[src/rtl/alu_exec.sv]
// Execute-stage ALU. Single-cycle arithmetic/logic/compare ops, an iterative
// 1-bit/cycle shifter for SLL/SRL/SRA, and valid/ready handshakes on both the
// operand side and the result side. All outputs except in_ready are registered.
module alu_exec #(
    parameter int XLEN = 32,
    parameter int SHW  = 5
) (
    input  logic            clk,
    input  logic            rst_n,
    input  logic            in_valid,
    output logic            in_ready,
    input  logic [3:0]      alu_op,
    input  logic [XLEN-1:0] op_a,
    input  logic [XLEN-1:0] op_b,
    output logic            out_valid,
    input  logic            out_ready,
    output logic [XLEN-1:0] result,
    output logic            cmp_true,
    output logic            illegal
);

    // ALU_OP_* codes shared with the ALU control decoder
    localparam logic [3:0] ALU_OP_ADD  = 4'b0000;
    localparam logic [3:0] ALU_OP_SUB  = 4'b1000;
    localparam logic [3:0] ALU_OP_SLL  = 4'b0001;
    localparam logic [3:0] ALU_OP_SLT  = 4'b0010;
    localparam logic [3:0] ALU_OP_SLTU = 4'b0011;
    localparam logic [3:0] ALU_OP_XOR  = 4'b0100;
    localparam logic [3:0] ALU_OP_SRL  = 4'b0101;
    localparam logic [3:0] ALU_OP_SRA  = 4'b1101;
    localparam logic [3:0] ALU_OP_OR   = 4'b0110;
    localparam logic [3:0] ALU_OP_AND  = 4'b0111;
    localparam logic [3:0] ALU_OP_EQ   = 4'b1001;
    localparam logic [3:0] ALU_OP_NEQ  = 4'b1010;
    localparam logic [3:0] ALU_OP_GE   = 4'b1100;
    localparam logic [3:0] ALU_OP_GEU  = 4'b1110;
    localparam logic [3:0] ALU_OP_XXX  = 4'b1111;

    // Shift flavour remembered while iterating
    localparam logic [1:0] SH_LL = 2'd0;
    localparam logic [1:0] SH_RL = 2'd1;
    localparam logic [1:0] SH_RA = 2'd2;

    typedef enum logic [1:0] {
        ST_IDLE  = 2'd0,
        ST_SHIFT = 2'd1,
        ST_DONE  = 2'd2
    } state_t;

    state_t            state_r;
    logic [XLEN-1:0]   shreg_r;
    logic [SHW-1:0]    count_r;
    logic [1:0]        shkind_r;
    logic              out_valid_r;
    logic [XLEN-1:0]   result_r;
    logic              cmp_true_r;
    logic              illegal_r;

    logic [XLEN-1:0]   res_s;
    logic              cmp_s;
    logic              ill_s;
    logic              shift_s;
    logic [1:0]        shkind_s;
    logic [SHW-1:0]    shamt_s;
    logic              accept_s;
    logic [XLEN-1:0]   shnext_s;

    assign shamt_s  = op_b[SHW-1:0];
    // A held result may be replaced in the same cycle it is consumed
    assign in_ready = (state_r == ST_IDLE) | ((state_r == ST_DONE) & out_ready);
    assign accept_s = in_valid & in_ready;

    assign out_valid = out_valid_r;
    assign result    = result_r;
    assign cmp_true  = cmp_true_r;
    assign illegal   = illegal_r;

    // Decode the incoming op and compute the single-cycle result
    always_comb begin
        res_s    = '0;
        cmp_s    = 1'b0;
        ill_s    = 1'b0;
        shift_s  = 1'b0;
        shkind_s = SH_LL;
        case (alu_op)
            ALU_OP_ADD:  res_s = op_a + op_b;
            ALU_OP_SUB:  res_s = op_a - op_b;
            ALU_OP_XOR:  res_s = op_a ^ op_b;
            ALU_OP_OR:   res_s = op_a | op_b;
            ALU_OP_AND:  res_s = op_a & op_b;
            // a zero shift amount finishes immediately with op_a unchanged
            ALU_OP_SLL: begin
                shift_s  = 1'b1;
                shkind_s = SH_LL;
                res_s    = op_a;
            end
            ALU_OP_SRL: begin
                shift_s  = 1'b1;
                shkind_s = SH_RL;
                res_s    = op_a;
            end
            ALU_OP_SRA: begin
                shift_s  = 1'b1;
                shkind_s = SH_RA;
                res_s    = op_a;
            end
            ALU_OP_SLT: begin
                cmp_s = ($signed(op_a) < $signed(op_b));
                res_s = {{(XLEN-1){1'b0}}, cmp_s};
            end
            ALU_OP_SLTU: begin
                cmp_s = (op_a < op_b);
                res_s = {{(XLEN-1){1'b0}}, cmp_s};
            end
            ALU_OP_EQ: begin
                cmp_s = (op_a == op_b);
                res_s = {{(XLEN-1){1'b0}}, cmp_s};
            end
            ALU_OP_NEQ: begin
                cmp_s = (op_a != op_b);
                res_s = {{(XLEN-1){1'b0}}, cmp_s};
            end
            ALU_OP_GE: begin
                cmp_s = ($signed(op_a) >= $signed(op_b));
                res_s = {{(XLEN-1){1'b0}}, cmp_s};
            end
            ALU_OP_GEU: begin
                cmp_s = (op_a >= op_b);
                res_s = {{(XLEN-1){1'b0}}, cmp_s};
            end
            ALU_OP_XXX:  res_s = '0;
            default:     ill_s = 1'b1;
        endcase
    end

    // One-bit step of the iterative shifter
    always_comb begin
        shnext_s = shreg_r;
        case (shkind_r)
            SH_LL:   shnext_s = {shreg_r[XLEN-2:0], 1'b0};
            SH_RL:   shnext_s = {1'b0, shreg_r[XLEN-1:1]};
            SH_RA:   shnext_s = {shreg_r[XLEN-1], shreg_r[XLEN-1:1]};
            default: shnext_s = shreg_r;
        endcase
    end

    // Control FSM with registered result, flags and out_valid
    always_ff @(posedge clk or negedge rst_n) begin
        if (!rst_n) begin
            state_r     <= ST_IDLE;
            shreg_r     <= '0;
            count_r     <= '0;
            shkind_r    <= SH_LL;
            out_valid_r <= 1'b0;
            result_r    <= '0;
            cmp_true_r  <= 1'b0;
            illegal_r   <= 1'b0;
        end else begin
            case (state_r)
                ST_IDLE, ST_DONE: begin
                    if (accept_s) begin
                        if (shift_s && (shamt_s != '0)) begin
                            state_r     <= ST_SHIFT;
                            out_valid_r <= 1'b0;
                            shreg_r     <= op_a;
                            count_r     <= shamt_s;
                            shkind_r    <= shkind_s;
                        end else begin
                            state_r     <= ST_DONE;
                            out_valid_r <= 1'b1;
                            result_r    <= res_s;
                            cmp_true_r  <= cmp_s;
                            illegal_r   <= ill_s;
                        end
                    end else if ((state_r == ST_DONE) && out_ready) begin
                        state_r     <= ST_IDLE;
                        out_valid_r <= 1'b0;
                    end else begin
                        state_r     <= state_r;
                        out_valid_r <= out_valid_r;
                    end
                end
                ST_SHIFT: begin
                    shreg_r <= shnext_s;
                    count_r <= count_r - SHW'(1);
                    if (count_r == SHW'(1)) begin
                        state_r     <= ST_DONE;
                        out_valid_r <= 1'b1;
                        result_r    <= shnext_s;
                        cmp_true_r  <= 1'b0;
                        illegal_r   <= 1'b0;
                    end else begin
                        state_r     <= ST_SHIFT;
                        out_valid_r <= 1'b0;
                    end
                end
                default: begin
                    state_r     <= ST_IDLE;
                    out_valid_r <= 1'b0;
                end
            endcase
        end
    end

endmodule

[config.mk]
export PLATFORM = sky130hd
export DESIGN_NAME = alu_exec
export DESIGN_NICKNAME = d
export VERILOG_FILES = /design/src/rtl/alu_exec.sv
export SDC_FILE = /design/constraint.sdc
export NUM_CORES = 1
export LEC_CHECK = 0
export BUFFER_PORTS_ARGS = -buffer_cell sky130_fd_sc_hd__clkbuf_2
export CAP_MARGIN = 5
export CORE_MARGIN = 2
export CORE_UTILIZATION = 25
export CTS_CLUSTER_DIAMETER = 80
export DETAILED_ROUTE_END_ITERATION = 8
export GPL_ROUTABILITY_DRIVEN = 0
export PLACE_DENSITY_LB_ADDON = 0.25
export SLEW_MARGIN = 20
export SYNTH_ARGS = -nofsm -noshare
export SYNTH_HDL_FRONTEND = slang
export SYNTH_SLANG_ARGS = --single-unit
[constraint.sdc]
create_clock -name clk -period 4.1 [get_ports clk]
set_clock_uncertainty 0.15 [all_clocks]
set_input_delay 0.205 -clock clk [delete_from_list [all_inputs] [get_ports clk]]
set_output_delay 0.205 -clock clk [all_outputs]
set_load 0.05 [all_outputs]
**After elaboration in Yosys (flattened, before gate mapping)**

Cells that the tools add are included.

- Register bits after elaboration: 76
- Bits in latches: 0
- Bits in writable memories: 0
- Memory bits (read-only): 0
- Input port bits: 72
- Output and inout bits: 36
- Logic and storage cells: 93
- Memories kept: 0

- Add/sub/neg operators: 3
- Multipliers: 0
- Divide/modulo/power cells: 0
- $lt $le $gt $ge: 4
- Equal/unequal tests: 26
- Shift operators: 0
- Muxes and demuxes: 33
- Bitwise operators: 6
- Reduce and logical (&&, ||, !) cells: 13

Operators by type and width:

| kind | count |
|---|---|
| $pmux W32 S12 | 1 |
| $mux W32 | 5 |
| $pmux W32 S2 | 2 |
| $pmux W32 S3 | 1 |
| $ge A32 B32 Y1 | 2 |
| $lt A32 B32 Y1 | 2 |
| $add A32 B32 Y32 | 1 |
| $and A32 B32 Y32 | 1 |
| $eq A32 B32 Y1 | 1 |
| $ne A32 B32 Y1 | 1 |
| $or A32 B32 Y32 | 1 |
| $sub A32 B32 Y32 | 1 |
| $xor A32 B32 Y32 | 1 |
| $eq A4 B4 Y1 const B | 7 |
| $eq A4 B3 Y1 const B | 4 |
| $reduce_or A15 Y1 | 1 |
| $mux W1 | 11 |
| $mux W5 | 2 |
| $pmux W5 S2 | 1 |
| $eq A4 B2 Y1 const B | 2 |
| $mux W2 | 4 |
| $ne A2 B2 Y1 const B | 4 |
| $pmux W2 S2 | 2 |
| $pmux W1 S2 | 3 |
| other kinds (18) | 24 |

**Depth between registers and ports, before layout**

Gate-level depths: netlist (run 1).

- Word-level depth: 7
- Mapped depth: 13
- Depth with buffers taken out: 13

**Worst setup path before layout (run 1)**

No wires, ideal clock.

- Path kind: reg-to-reg
- Start: register state_r[1]
- End: register result_r[24] (netlist: result[24])
- Library setup time: 126 ps
- Data arrival time: 2702 ps
- Data required time: 3824 ps
- Slack: 1122 ps
- Stages on the path, launching flop included: 10
- Buffers on the path: 0
- Period minus slack after synthesis: 2978 ps
- Path through: dfrtp_1 -> nand2b_1 -> nor2b_1 -> and2_1 -> a22oi_1 -> nand2_1 -> o21ai_0 -> a2111oi_0 -> o21ai_0 -> o32a_1

- Word-level cells in the longest chain between the ends: 6
- Elaborated cells between the ends (all ways): 13
- Those cells by class: 5 x eq/ne; 1 x mux; 3 x bitwise; 4 x reduce/logical

Ends and longest elaborated chain:

| item | RTL line | RTL |
|---|---|---|
| start, declared | 50 | `state_t state_r;` |
| start signal, assigned | 179 | `state_r <= state_r;` |
| $eq A2 B2 Y1 | 70 | `assign in_ready = (state_r == ST_IDLE) \| ((state_r == ST_DONE) & out_ready);` |
| $and A1 B1 Y1 | 70 |  |
| $or A1 B1 Y1 * | 70 |  |
| via in_ready | 11 | `output logic in_ready,` |
| $and A1 B1 Y1 * | 71 | `assign accept_s = in_valid & in_ready;` |
| $ne A2 B2 Y1 (no line) * | n/a |  |
| $reduce_and A4 Y1 (no line) * | n/a |  |
| end signal, assigned | 171 | `result_r <= res_s;` |
| end signal, assigned | 189 | `result_r <= shnext_s;` |
| end, declared | 55 | `logic [XLEN-1:0] result_r;` |

Mark *: on every way through the listed nets, which the timed path passes. The rest lies on a longest branch.
A chain may end at the register's enable or synchronous reset.

**Final worst setup path (run 1)**

- Start: input port op_a[19]
- End: register cmp_true_r (netlist: cmp_true)

- Word-level cells in the longest chain between the ends: 5
- Elaborated cells between the ends (all ways): 10
- Those cells by class: 4 x order compare; 2 x eq/ne; 4 x mux

Ends and longest elaborated chain:

| item | RTL line | RTL |
|---|---|---|
| start, declared | 13 | `input logic [XLEN-1:0] op_a,` |
| $ge A32 B32 Y1, or another cell as far along | 128 | `cmp_s = (op_a >= op_b);` |
| $pmux W1 S6 * | 85 | `case (alu_op)` |
| $mux W1 * | 162 | `if (shift_s && (shamt_s != '0)) begin` |
| $mux W1 * | 161 | `if (accept_s) begin` |
| $pmux W1 S2 * | 159 | `case (state_r)` |
| end signal, assigned | 172 | `cmp_true_r <= cmp_s;` |
| end, declared | 56 | `logic cmp_true_r;` |

Mark *: on every way between the ends. The rest lies on a longest branch, timed or not. The select of a mux whose other input is x is not followed.

==> metrics.txt, run 1 <==
status=finished, final reports clean; row cnt=72; crit end category=flop; Mapped Area=0.00970 mm²; fraction of layout cells with a size suffix above 1=13.5%; Max Freq=303 MHz; clk buf depth=2; Min Hold Slack=0.0312 ns; Post-Route M1 WL=18500 µm; max layer used=met4; Sinks on Clock Net=75; ANT nets after route=0; setup bufs post-CTS=0; H-tree Lvls=3; Hold/Removal Path Class=input pin to flop; Slew HR=49.3%; worst skew pair latency=0.37 ns; RSZ-0062 raised after global routing=false; Total Power=0.00496 W; WP data required=4.21 ns; critical path launch point type=input pin; Final period util=80.5%; initial DRC count=1089; Ports=108; Mapped Cells=1371; Final Hold Fails=0; hold path depth=3; first-pass GRT wire length=62500 µm; Setup-failing EPs final=0; setup slack, reg-to-reg=1.21 ns; syn_nets=1546; worst setup path category=input pin to flop; top_reg_cell synth=dfrtp_1; Die Span X=201 µm; DR vias/cell=5.58; largest net degree at the start of global routing=48; via count=10916; HPWL Detailed=31600 µm; P&R area growth vs syn=15.1%; Post-synth ARST share=100%; reg2reg path depth=10; Distinct cells, synth=79; max-slew violation count=0; CTS Buf Count=9; Pleak=4.75 nW; Syn Area/Cell=7.08 µm²; commonest non-fill, non-tap cell in the layout=nor2_1; met2 WL post-DR=18400 µm; largest area contributor in the netlist=dfrtp_1; number of synthesized flops with an enable pin=0; Seq. cell area=0.00188 mm²; vias in the first global route=10275; clk root buf=clkbuf_16; post-synth top area share=19.3%; largest cells by area after synthesis=dfrtp_1, ha_1, o21ai_0; met3 routed WL=2710 µm; multi-input logic area=0.00707 mm²; final core utilization=29.0%; synthesized flop and latch total=75; Power Dens Cells=444 mW/mm²; Core Box Area=0.0385 mm²; commonest non-fill, non-tap cells in the layout=nor2_1, o21ai_0, a21oi_1, nand2_1, clkbuf_2; placed instance count=1937; Post-Layout Cell Count=1956; DIE HEIGHT=201 µm; number of buffers added on ports=107; GRT Total Usage=19.9%; Die ar.=0.0404 mm²; Remaining Overflow, GRT=0; WL final=40900 µm; First-pass DRT Iterations=6; crit path time final=3.30 ns; Yosys warnings=0; CTS tree=built; Worst EP arrival=3.41 ns; max cap viols=0; Fill cells=4198; Setup TNS=0 ns; Worst-Margin Slew=0.755 ns; worst-path fanout max=12; worst vdd rail ir drop=0.229 mV; initial antenna violation count=2; clock-pin slew on the worst setup and hold paths=0.07 ns; post-synthesis sequential area ratio=19.3%; drt wl/cell=20.9 µm; layout net count=1606; Starting Density=25.2%; DRC errors left=0
-- worst max-delay path: stages --
cell,delay (ns)
clkbuf_2,0.12
inv_1,0.07
ha_1,0.53
inv_1,0.15
a21oi_1,0.35
o221ai_2,0.21
a221oi_2,0.36
o211ai_2,0.20
a221oi_2,0.44
nor4_1,0.10
o311a_1,0.34
a221o_1,0.32
-- per-stage QoR --
stage	cell area, µm²	setup slack [ns]
2_1_floorplan	9700	1.12
3_3_place_gp	10800	0.526
3_5_place_dp	10800	0.474
4_1_cts	11200	0.877
5_1_grt	11200	0.592
6_report	11200	0.800
-- registers in the layout, indices dropped and copies added, names as in the netlist --
register / count
count_r: 5
result: 32
cmp_true: 1
illegal: 1
shreg_r: 32
shkind_r: 2
state_r: 2
-- synth_stat cells, drive strengths merged, types with 9 or more instances --
master / instances
a221oi: 16
nor3: 36
o31ai: 17
o21bai: 9
a21oi: 134
ha: 101
a31oi: 28
a211oi: 14
o211ai: 41
mux2i: 13
nor4: 14
nor2: 144
nand2: 107
a22oi: 21
dfrtp: 75
inv: 101
xnor2: 10
buf: 29
clkbuf: 69
or3: 11
or2: 9
nand3: 27
o21ai: 147
nand2b: 34
nor2b: 23
nand4: 15
-- final timing paths --
| check | startpoint | endpoint |
|---|---|---|
| max | op_a[19] | cmp_true |
| min | in_valid | illegal |
| max reg2reg | count_r[1] | result[23] |
| min reg2reg | illegal | illegal |
| max in group asynchronous | rst_n | shkind_r[0] |
| min in group asynchronous | rst_n | result[26] |
-- per-layer routing --
layer	track usage (%)	vias to the layer above
met5	0	-
met4	7.33	0
met3	2.69	82
met2	31.6	492
met1	27.4	5221
li1	-	5121
-- where the power goes --
part / switching (W) / leakage, nW / internal [W]
clock network: 0.000370 / 0.165 / 0.000594
registers: 0.000326 / 0.923 / 0.00107
logic: 0.00180 / 3.66 / 0.000802
-- repair_timing --
action	4_1_cts	5_1_grt
endpoints found under the hold margin	46	0
hold buffers	1	0
resized for setup	0	0
-- kinds of logic after synthesis --
family	share of synthesized area, %
AOI/OAI and AO/OA	34.8
and+or+nand+nor	21.6
buffers and inverters	8.05
adders and majority gates	13.4
DFF	19.3
xor gates and xnor gates	1.26
muxes	1.46
-- cell type report --
cell class                 instances  area share (%)
timing repair buffer             147            7.53
tap                              518            5.80
clock inverter                     7            1.04
sequential                        75            16.8
antenna                            2          0.0448
multi-input combinational       1097            63.3
clock buffer                       9            2.02
inverter                         101            3.39
Note: power is estimated with default switching activity, not from simulation.
==> inputs of run 2 (changes only) <==
Settings changed: ABC_AREA set to 1.
Clock period 4.1 ns to 2.9 ns, I/O delays scaled along.
==> run 2 against run 1 <==
Effect of this change:
- register-to-register slack got worse by 0.47 ns
- total power is 35% higher
- via count increased by 8.1%
- cell count increased by 14%
- hold slack lost 0.017 ns
- non-clock buffer count rose by 31
- design area is 4.3% higher
- core utilization up 1.1 points
- combinational power is 40% higher
- critical path type unchanged
- largest cell class unchanged
==> metrics.txt, run 2 <==
status=finished, final reports clean; Mapped Cells=1581; met3 routed WL=2960 µm; design internal power=0.00336 W; Fill cells=4363; Final period util=95.0%; Yosys warnings=0; fraction of layout cells with a size suffix above 1=15.0%; Seq pwr share=26.1%; via count=11799; combinational power share=54.5%; initial DRC count=1231; H-tree Lvls=3; Power Dens Cells=575 mW/mm²; P&R area growth vs syn=18.9%; net switching share of the total power=49.9%; placed instance count=2208; WL final=45300 µm; CTS Buf Count=9; Distinct cells, synth=51; Remaining Overflow, GRT=0; GRT Total Usage=22.0%; first-pass GRT wire length=69100 µm; DR vias/cell=5.29; drt wl/cell=20.3 µm; Final Hold Fails=0; worst-path fanout max=6; Setup-failing EPs final=0; top_reg_cell synth=dfrtp_1; CTS tree=built; worst vdd rail ir drop=0.362 mV; row cnt=72; largest cells by area after synthesis=dfrtp_1, ha_1, nand2_1; largest area contributor in the netlist=dfrtp_1; First-pass DRT Iterations=6; Pleak=5.67 nW; Starting Density=25.3%; DIE HEIGHT=202 µm; crit end category=flop; clk root buf=clkbuf_16; P_sw=0.00334 W; reg2reg path depth=8; worst setup path category=input pin to flop; Slew HR=42.8%; vias in the first global route=11489; Syn Area/Cell=6.20 µm²; HPWL Detailed=37100 µm; Die Span X=202 µm; clock-pin slew on the worst setup and hold paths=0.06 ns; Die ar.=0.0408 mm²; synthesized flop and latch total=75; layout net count=1885; clk buf depth=2; syn_nets=1756; largest net degree at the start of global routing=76; critical path launch point type=input pin; Post-synth ARST share=100%; Sinks on Clock Net=75; FF-to-FF Start=state_r[1]; Post-Layout Cell Count=2232; Post-synth top cells=nand2_1, inv_1, nor2_1, nand3_1, a21oi_1; Hold/Removal Path Class=input pin to flop; commonest non-fill, non-tap cells in the layout=nand2_1, inv_1, nor2_1, nand3_1, clkbuf_2; max cap viols=0; n_diodes=0; post-synthesis sequential area ratio=19.2%; worst skew pair latency=0.35 ns; Core Box Area=0.0386 mm²; Final WS setup=0.146 ns; met2 WL post-DR=21100 µm; Mapped Area=0.00979 mm²; max-slew violation count=0; Clock Power Share=19.4%; Worst-Margin Slew=0.858 ns; max layer used=met5; DRC errors left=0; Worst EP arrival=2.84 ns; crit path time final=2.75 ns; number of buffers added on ports=107; post-synth top area share=19.2%; WHS Endpoint=shreg_r[29]; Reg-to-Reg End=shreg_r[7]; ANT nets after route=0; commonest non-fill, non-tap cell in the layout=nand2_1; count leader, synth=nand2_1; Setup TNS=0 ns; setup slack, reg-to-reg=0.74 ns; initial antenna violation count=1; min-delay src=op_a[29]; Setup Slack @ Placement=0.0720 ns; hold path depth=3; Ports=108; WP data required=2.99 ns; Post-Route M1 WL=19600 µm; Max Freq=363 MHz; number of synthesized flops with an enable pin=0
[run 2: cells by family (layout without fill, tap and decap cells)]
logic type | Yosys count | after routing | synth area share [%]
AOI/OAI and AO/OA | 379 | 379 | 23.7
DFF | 75 | 75 | 19.2
xor gates and xnor gates | 1 | 1 | 0.0894
adders and majority gates | 103 | 103 | 13.3
and+or+nand+nor | 736 | 736 | 32.1
buffers and inverters | 287 | 420 | 11.6
[run 2: power by group through the flow]
stage	clock, W	combinational [W]	sequential [W]
2_1_floorplan	0	0.00180	0.00243
3_3_place_gp	0	0.00357	0.00177
3_5_place_dp	0	0.00358	0.00177
4_1_cts	0.00132	0.00360	0.00176
5_1_grt	0.00136	0.00397	0.00181
6_report	0.00130	0.00365	0.00175
[run 2: what timing repair did]
| item | CTS | global route |
|---|---|---|
| resized for setup | 0 | 14 |
| hold buffers | 8 | 0 |
| hold endpoints to repair | 82 | 0 |
| setup endpoints to repair | 0 | 11 |
| setup buffers | 0 | 1 |
[run 2: layout make-up]
cell class	count	area [µm²]	area share (%)
repair buffers	178	1090	9.40
well taps	518	648	5.57
multi-input cells	1219	6830	58.7
clock buffers	10	229	1.97
clock inverters	5	103	0.881
inverters	227	857	7.36
flip-flops and latches	75	1880	16.1
[run 2: worst max-delay path by stage]
| stage | startpoint | endpoint | slack (ns) | cells past startpoint |
|---|---|---|---|---|
| after CTS | op_a[4] | result[20] | 0.01 | 18 |
| after floorplan | state_r[1] | shreg_r[7] | 0.35 | 9 |
| after global routing | op_a[4] | result[20] | -0.003 | 17 |
| after global placement | op_a[7] | result[20] | 0.09 | 17 |
| final | op_a[4] | result[20] | 0.15 | 18 |
| after detailed placement | op_a[7] | result[20] | 0.07 | 17 |
[run 2: worst max-delay path, cell delays in order]
cell,delay [ns]
dlygate4sd3_1,0.53
clkbuf_2,0.16
inv_1,0.09
ha_2,0.31
inv_1,0.09
nand2_1,0.08
nor2_2,0.13
nand3_1,0.12
nand2_1,0.14
inv_1,0.07
o21bai_2,0.23
nand2_1,0.11
nand2_1,0.07
nand2_1,0.04
nand3_1,0.07
nand3_1,0.18
a21oi_1,0.19
nor2_1,0.05
[run 2: per-stage QoR]
stage	area [µm²]	total power, W	hold WS, ns	utilization (%)
detailed placement	11200	0.00535	0.195	28.9
global placement	11200	0.00534	0.194	28.9
finish	11600	0.00669	0.0138	30.1
global route	11600	0.00714	0.0344	30.1
CTS	11600	0.00669	0.00491	30.0
floorplan	9790	0.00423	-0.301	-
[run 2: metal layers]
metal / GRT usage (%) / vias to the layer above
met2: 37.4 / 561
met4: 7.46 / 2
li1: - / 5597
met1: 28.7 / 5568
met5: 0 / -
met3: 2.89 / 71
==> inputs of run 3 (changes only) <==
Settings changed: CELL_PAD_IN_SITES_DETAIL_PLACEMENT set to 2, CELL_PAD_IN_SITES_GLOBAL_PLACEMENT set to 2.
==> run 3 against run 2 <==
Effect of this change:
- first-iteration DRC count down 45%
- core utilization up 1.3 points
- design area up 4.2%
- non-clock buffer count up 72
- sequential cell count unchanged
- critical endpoint unchanged
- count of clock-buffer cells in the layout unchanged
- total power up 3.3%
==> metrics.txt, run 3 (synthesized netlist as in run 2, its figures left out) <==
critical path launch point type=input pin; status=finished, final reports clean; GRT Total Usage=27.1%; worst setup path category=input pin to flop; DIE HEIGHT=202 µm; vias in the first global route=13257; CTS Buf Count=9; Min Hold Slack=0.00833 ns; Seq. cell area=0.00188 mm²; CTS tree=built; Hold/Removal Path Class=input pin to flop; final core utilization=31.4%; clk root buf=clkbuf_16; First-pass DRT Iterations=5; P&R area growth vs syn=23.9%; commonest non-fill, non-tap cells in the layout=nand2_1, inv_1, nor2_1, nand3_1, buf_4; largest net degree at the start of global routing=76; Max Freq=369 MHz; ANT nets after route=0; clock-pin slew on the worst setup and hold paths=0.06 ns; Slew HR=44.0%; Starting Density=25.3%; Ports=108; Finished Cell Area=0.0121 mm²; RSZ-0062 raised after global routing=false; Die ar.=0.0408 mm²; clk buf depth=2; Worst-Margin Slew=0.840 ns; via count=12251; row cnt=72; Final period util=93.5%; n_diodes=0; Sinks on Clock Net=75; Core Box Area=0.0386 mm²; DRC errors left=0; multi-input logic area=0.00680 mm²; Fill cells=4813; H-tree Lvls=3; first-pass GRT wire length=83400 µm; max cap viols=0; worst vdd rail ir drop=0.407 mV; setup slack, reg-to-reg=0.71 ns; Die Span X=202 µm; drt wl/cell=24.0 µm; Worst EP arrival=2.81 ns; number of buffers added on ports=107; Remaining Overflow, GRT=0; DR vias/cell=5.32; Post-Layout Cell Count=2304; fraction of layout cells with a size suffix above 1=18.0%; worst-path fanout max=6; dpl cell area=0.0117 mm²; placed instance count=2282; WL final=55300 µm; WP data required=3.00 ns; worst skew pair latency=0.37 ns; crit end category=flop; Pleak=6.01 nW; Final Hold Fails=0; commonest non-fill, non-tap cell in the layout=nand2_1; setup bufs post-CTS=0; crit path time final=2.71 ns; initial antenna violation count=1; Setup-failing EPs final=0; Total Power=0.00691 W; layout net count=1957; HPWL Detailed=46100 µm; Power Dens Cells=570 mW/mm²; initial DRC count=672; max-slew violation count=0
[run 3: metrics by stage]
stage	worst slack (ns)	setup TNS [ns]
floorplan	0.347	0
finish	0.190	0
global route	0.0125	0
detailed placement	-0.207	-0.808
CTS	0.123	0
global placement	-0.0712	-0.189
[run 3: metal layers]
metal | part of all wire [%] | vias to the layer above | routed length, µm | global-route usage, %
met2 | 48 | 294 | 26500 | 46.8
li1 | - | 5720 | - | -
met3 | 3.5 | 117 | 1920 | 3.51
met4 | 5.5 | 2 | 3030 | 13.7
met5 | 0.031 | - | 17 | 0
met1 | 43 | 6118 | 23800 | 32.9
[run 3: layout make-up]
class | instances | area share (%)
clock buffers | 10 | 1.97
clock inverters | 5 | 0.444
inverters | 227 | 7.07
multi-input cells | 1219 | 56.0
flip-flops and latches | 75 | 15.5
well taps | 518 | 5.34
repair buffers | 250 | 13.7
[run 3: critical path, cell delays in order]
cell      delay (ns)
clkbuf_2        0.13
inv_1           0.10
ha_1            0.37
inv_2           0.16
nand2_2         0.10
nor2_1          0.24
nand3_1         0.13
nand2_1         0.16
inv_1           0.09
o21bai_1        0.45
nand2_1         0.15
nand2_1         0.11
nand2_1         0.06
nand3_1         0.06
nand3_1         0.11
a21oi_1         0.18
nor2_1          0.06
[run 3: where the power goes]
part           total (W)  leakage (nW)  internal [W]  switching (W)
registers        0.00177         0.915       0.00150       0.000273
clock network    0.00118         0.148      0.000683       0.000501
logic            0.00396          4.95       0.00114        0.00282
[run 3: worst paths after layout]
kind	cells after the start	endpoint	start
worst max register to register	9	result[21]	state_r[1]
min in group asynchronous	2	count_r[3]	rst_n
worst min register to register	1	cmp_true	cmp_true
worst min-delay path	3	shreg_r[24]	op_a[24]
worst max-delay path	17	result[20]	op_a[7]
max in group asynchronous	2	shreg_r[27]	rst_n
[run 3: timing repair]
action | 4_1_cts | 5_1_grt
hold buffers | 7 | 0
hold endpoints to repair | 81 | 0
endpoints found under the setup margin | 0 | 3
resized for setup | 0 | 3
